[src/rtl/vco_adc_sample_fifo.sv]
// Sample FIFO between the VCO ADC and a bus reader.
// Keeps sticky overflow/underflow flags and a registered fill-level interrupt.
module vco_adc_sample_fifo #(
    parameter int WIDTH     = 32,
    parameter int DEPTH     = 16,
    parameter int THRESHOLD = 8
) (
    input  logic                       clk,
    input  logic                       rst,
    input  logic                       enable_in,
    input  logic                       clear_in,
    input  logic [WIDTH-1:0]           data_in,
    input  logic                       data_valid_in,
    input  logic                       rd_in,
    output logic [WIDTH-1:0]           rd_data_out,
    output logic                       rd_valid_out,
    output logic [$clog2(DEPTH):0]     level_out,
    output logic                       empty_out,
    output logic                       full_out,
    output logic                       overflow_out,
    output logic                       underflow_out,
    output logic                       irq_out
);

    localparam int AW = $clog2(DEPTH);
    localparam int LW = AW + 1;
    localparam logic [LW-1:0] FULL_LVL = LW'(DEPTH);
    localparam logic [LW-1:0] THR_LVL  = LW'(THRESHOLD);

    logic [WIDTH-1:0] mem [DEPTH];

    logic [AW-1:0]    wr_ptr_q, wr_ptr_d;
    logic [AW-1:0]    rd_ptr_q, rd_ptr_d;
    logic [LW-1:0]    level_q, level_d;
    logic [WIDTH-1:0] rd_data_q, rd_data_d;
    logic             rd_valid_q, rd_valid_d;
    logic             overflow_q, overflow_d;
    logic             underflow_q, underflow_d;
    logic             irq_q, irq_d;

    logic empty;
    logic full;
    logic sample_in;
    logic rd_acc;
    logic wr_acc;

    assign empty     = (level_q == '0);
    assign full      = (level_q == FULL_LVL);
    assign sample_in = data_valid_in && enable_in && !clear_in;
    assign rd_acc    = rd_in && !empty && !clear_in;
    // A read in the same cycle frees the slot, so a full FIFO still takes the write.
    assign wr_acc    = sample_in && (!full || rd_acc);

    always_comb begin
        wr_ptr_d    = wr_ptr_q;
        rd_ptr_d    = rd_ptr_q;
        level_d     = level_q;
        rd_data_d   = rd_data_q;
        rd_valid_d  = 1'b0;
        overflow_d  = overflow_q;
        underflow_d = underflow_q;
        irq_d       = (level_q >= THR_LVL);

        if (clear_in) begin
            wr_ptr_d    = '0;
            rd_ptr_d    = '0;
            level_d     = '0;
            overflow_d  = 1'b0;
            underflow_d = 1'b0;
        end else begin
            if (wr_acc) begin
                wr_ptr_d = wr_ptr_q + AW'(1);
            end
            if (rd_acc) begin
                rd_ptr_d   = rd_ptr_q + AW'(1);
                rd_data_d  = mem[rd_ptr_q];
                rd_valid_d = 1'b1;
            end
            if (rd_in && empty) begin
                underflow_d = 1'b1;
            end
            if (sample_in && full && !rd_acc) begin
                overflow_d = 1'b1;
            end
            unique case ({wr_acc, rd_acc})
                2'b10:   level_d = level_q + LW'(1);
                2'b01:   level_d = level_q - LW'(1);
                default: level_d = level_q;
            endcase
        end
    end

    always_ff @(posedge clk or posedge rst) begin
        if (rst) begin
            wr_ptr_q    <= '0;
            rd_ptr_q    <= '0;
            level_q     <= '0;
            rd_data_q   <= '0;
            rd_valid_q  <= 1'b0;
            overflow_q  <= 1'b0;
            underflow_q <= 1'b0;
            irq_q       <= 1'b0;
        end else begin
            wr_ptr_q    <= wr_ptr_d;
            rd_ptr_q    <= rd_ptr_d;
            level_q     <= level_d;
            rd_data_q   <= rd_data_d;
            rd_valid_q  <= rd_valid_d;
            overflow_q  <= overflow_d;
            underflow_q <= underflow_d;
            irq_q       <= irq_d;
        end
    end

    // Storage is never reset; the level counter guards against stale reads.
    always_ff @(posedge clk) begin
        if (wr_acc) begin
            mem[wr_ptr_q] <= data_in;
        end
    end

    assign rd_data_out   = rd_data_q;
    assign rd_valid_out  = rd_valid_q;
    assign level_out     = level_q;
    assign empty_out     = empty;
    assign full_out      = full;
    assign overflow_out  = overflow_q;
    assign underflow_out = underflow_q;
    assign irq_out       = irq_q;

endmodule

[config.mk]
export PLATFORM = sky130hd
export DESIGN_NAME = vco_adc_sample_fifo
export DESIGN_NICKNAME = d
export VERILOG_FILES = /design/src/rtl/vco_adc_sample_fifo.sv
export SDC_FILE = /design/constraint.sdc
export NUM_CORES = 1
export LEC_CHECK = 0
export BUFFER_PORTS_ARGS = -buffer_cell sky130_fd_sc_hd__buf_2
export CAP_MARGIN = 20
export CORE_MARGIN = 2
export CORE_UTILIZATION = 55
export CTS_CLUSTER_SIZE = 12
export DETAILED_ROUTE_END_ITERATION = 10
export GPL_ROUTABILITY_DRIVEN = 0
export PLACE_DENSITY = 0.72
export SLEW_MARGIN = 20
export SYNTH_ARGS = -nofsm -noshare
export SYNTH_HDL_FRONTEND = slang
export SYNTH_SLANG_ARGS = --single-unit
export TNS_END_PERCENT = 20
[constraint.sdc]
create_clock -name clk -period 3.6 [get_ports clk]
set_input_delay 0.36 -clock clk [delete_from_list [all_inputs] [get_ports clk]]
set_output_delay 0.36 -clock clk [all_outputs]
set_load 0.03 [all_outputs]
==> impl_metrics.ini <==
[status]
status = finished, final reports clean

[power]
switching_share = 0.245
worst_ir_drop_vdd_mv = 0.416
internal_power_w = 0.0111
p_seq_frac = 0.511
finalPower_w = 0.0147
cellLeakagePower_nw = 7.94
clkPwrFrac = 0.371
cellPowerDensity_mw_per_mm2 = 596
power.switching_w = 0.00362
p_comb_frac = 0.118

[min_path]
min_path_type = in -> reg
min_delay_path_depth = 3

[die]
die_area_mm2 = 0.0409
rows = 72
fp.dieH_um = 202
start_util = 0.559
io_pins = 81
core_mm2 = 0.0387
fp.dieW_um = 202

[timing]
max_freq_mhz = 340
finalSetupViolations = 0
hold_violations = 0
skew_ps = 23.6
max_slew_margin = 0.467
rsz0062_at_grt = false
maxSlewViolCount = 0
timing.final.ws_setup_ps = 655
tightest_slew_ps = 800
period_share = 0.818
period_needed_ps = 2950

[detailed_routing]
final_antenna_net_count = 0
drc = 0
firstDrtPassIters = 5
vias_per_cell = 6.04
vias = 10100
wl_per_cell_um = 26.5
routed_wirelength_um = 44100
drtIter0Drc = 955

[logic_synthesis]
ys_types = 46
synthCells = 978
synth_warnings = 0
syn-cell-area_mm2 = 0.0216
synth_nets = 1025
syn_avg_cell_area_um2 = 22.1
synthArstFlopShare = 0.0873
synth_edf_count = 512
ys_seq_area_frac = 0.767
synthFlopType = edfxtp_1
yosys_register_bits = 561

[placed_design]
numPortBuffers = 80
dp_slack_ps = 704
dp_hpwl_um = 25500

[clocking]
htree_levels = 2
cts_buffer_depth = 3
clk_pin_slew_ps = 60
cts_root_buf = clkbuf_16
cts_inserted_buffers = 56
cts_setup_buffers = 0
tritoncts = built
clock_sinks = 561
worstSkewPairLatency_ps = 600
ctsResizeCount = 0

[worst_setup_path]
cp_data_arrival_time_ps = 3230
crit_path_start_kind = flip-flop
criticalPathCategory = reg -> reg
end_kind = flip-flop
r2r_cells = 5
cp_data_required_time_ps = 3890
cp_max_fo = 12

[layout]
final_util = 0.638
area_growth_pct = 14.2
antenna_cells = 0
final_nets = 1150
mostFrequentLayoutCell = edfxtp_1
final_cell_mix = edfxtp_1, mux4_2, buf_2, mux2i_1, clkbuf_16
drive_gt1_frac = 0.323

[global_routing]
grt_pass1_vias = 10600
grt_max_degree = 56
grt_pass1_wl_um = 67000
grt_remaining_overflow = 0
grtUsageTotal = 0.224
antenna_found_initial = 0

[run]
drv_cap = 0
-- repair_timing --
| item | CTS | global route |
|---|---|---|
| setup endpoints to repair | 0 | 0 |
| hold endpoints to repair | 25 | 0 |
| hold buffers | 1 | 0 |
-- synthesized netlist by cell type, drive strengths merged, types with 8 or more instances --
library cell	instances	share of area
nand2	43	0.0078
mux2i	66	0.031
ha	8	0.0046
mux4	128	0.13
nor2	19	0.0033
inv	12	0.0021
o221ai	32	0.019
clkbuf	18	0.0033
buf	34	0.0088
edfxtp	512	0.71
dfrtp	49	0.057
and2	10	0.0029
-- flip-flops by register name, indices dropped and copies added, names as in the netlist --
name	flops
rd_ptr_q	4
underflow_out	1
irq_out	1
rd_data_out	32
wr_ptr_q	4
mem	512
overflow_out	1
level_out	5
rd_valid_out	1
-- power by group through the flow --
stage	sequential, W	clock [W]	combinational (W)
detailed placement	0.00767	0	0.00175
floorplan	0.00798	0	0.000834
global placement	0.00766	0	0.00173
finish	0.00753	0.00547	0.00174
CTS	0.00753	0.00558	0.00176
global route	0.00755	0.00584	0.00187
-- layer usage --
metal	wire length [um]	part of all wire	vias to the layer above	GRT usage
li1	-	-	4307	-
met1	19000	0.43	5369	0.325
met2	21600	0.49	319	0.359
met3	2670	0.060	60	0.0363
met4	854	0.019	0	0.0626
met5	0	0	-	0
-- cell families (layout without fill, tap and decap cells) --
logic type                 after synthesis  after routing  share of synthesized area
AOI/OAI and AO/OA                       48             48                     0.0242
DFF                                    561            561                      0.767
adders and majority gates                9              9                    0.00555
xor gates and xnor gates                 9              9                    0.00364
buffers and inverters                   64            233                     0.0142
muxes                                  195            195                      0.165
and+or+nand+nor                         92             92                     0.0204
-- final cells by class --
cell class | count | area (um2)
Multi-Input combinational cell | 353 | 4790
Timing Repair Buffer | 119 | 871
Fill cell | 2571 | 14000
Sequential cell | 561 | 16600
Tap cell | 518 | 648
Inverter | 12 | 45.0
Clock inverter | 5 | 41.3
Clock buffer | 97 | 1710
-- worst paths after layout --
kind / start / slack, ps / to
max in group asynchronous: rst / 2400 / rd_ptr_q[1]$_DFFE_PP0P_
min reg2reg: rd_data_out[10]$_DFFE_PP0P_ / 480 / rd_data_out[10]$_DFFE_PP0P_
max: level_out[3]$_DFFE_PP0P_ / 650 / mem[14][27]$_DFFE_PP_
min in group asynchronous: rst / 450 / rd_data_out[13]$_DFFE_PP0P_
min: rd_in / 120 / underflow_out$_DFFE_PP0P_
max reg2reg: level_out[3]$_DFFE_PP0P_ / 650 / mem[14][27]$_DFFE_PP_
-- stage by stage --
step | instances | instance area, um2 | setup TNS [ps] | hold slack [ps]
detailed placement | 1562 | 23000 | 0 | 477
global route | 1665 | 24700 | 0 | 127
finish | 1665 | 24700 | 0 | 122
CTS | 1665 | 24700 | 0 | 86.3
global placement | 1562 | 23000 | 0 | 466
floorplan | 978 | 21600 | -61010 | 459
-- worst max-delay path: stages (launching register included) --
cell and delay, ps:
dfrtp_1 460, nor4_2 100, a311oi_2 730, nand3_1 470, nor2_4 520, buf_4 330
(Power assumes the default switching activity.)
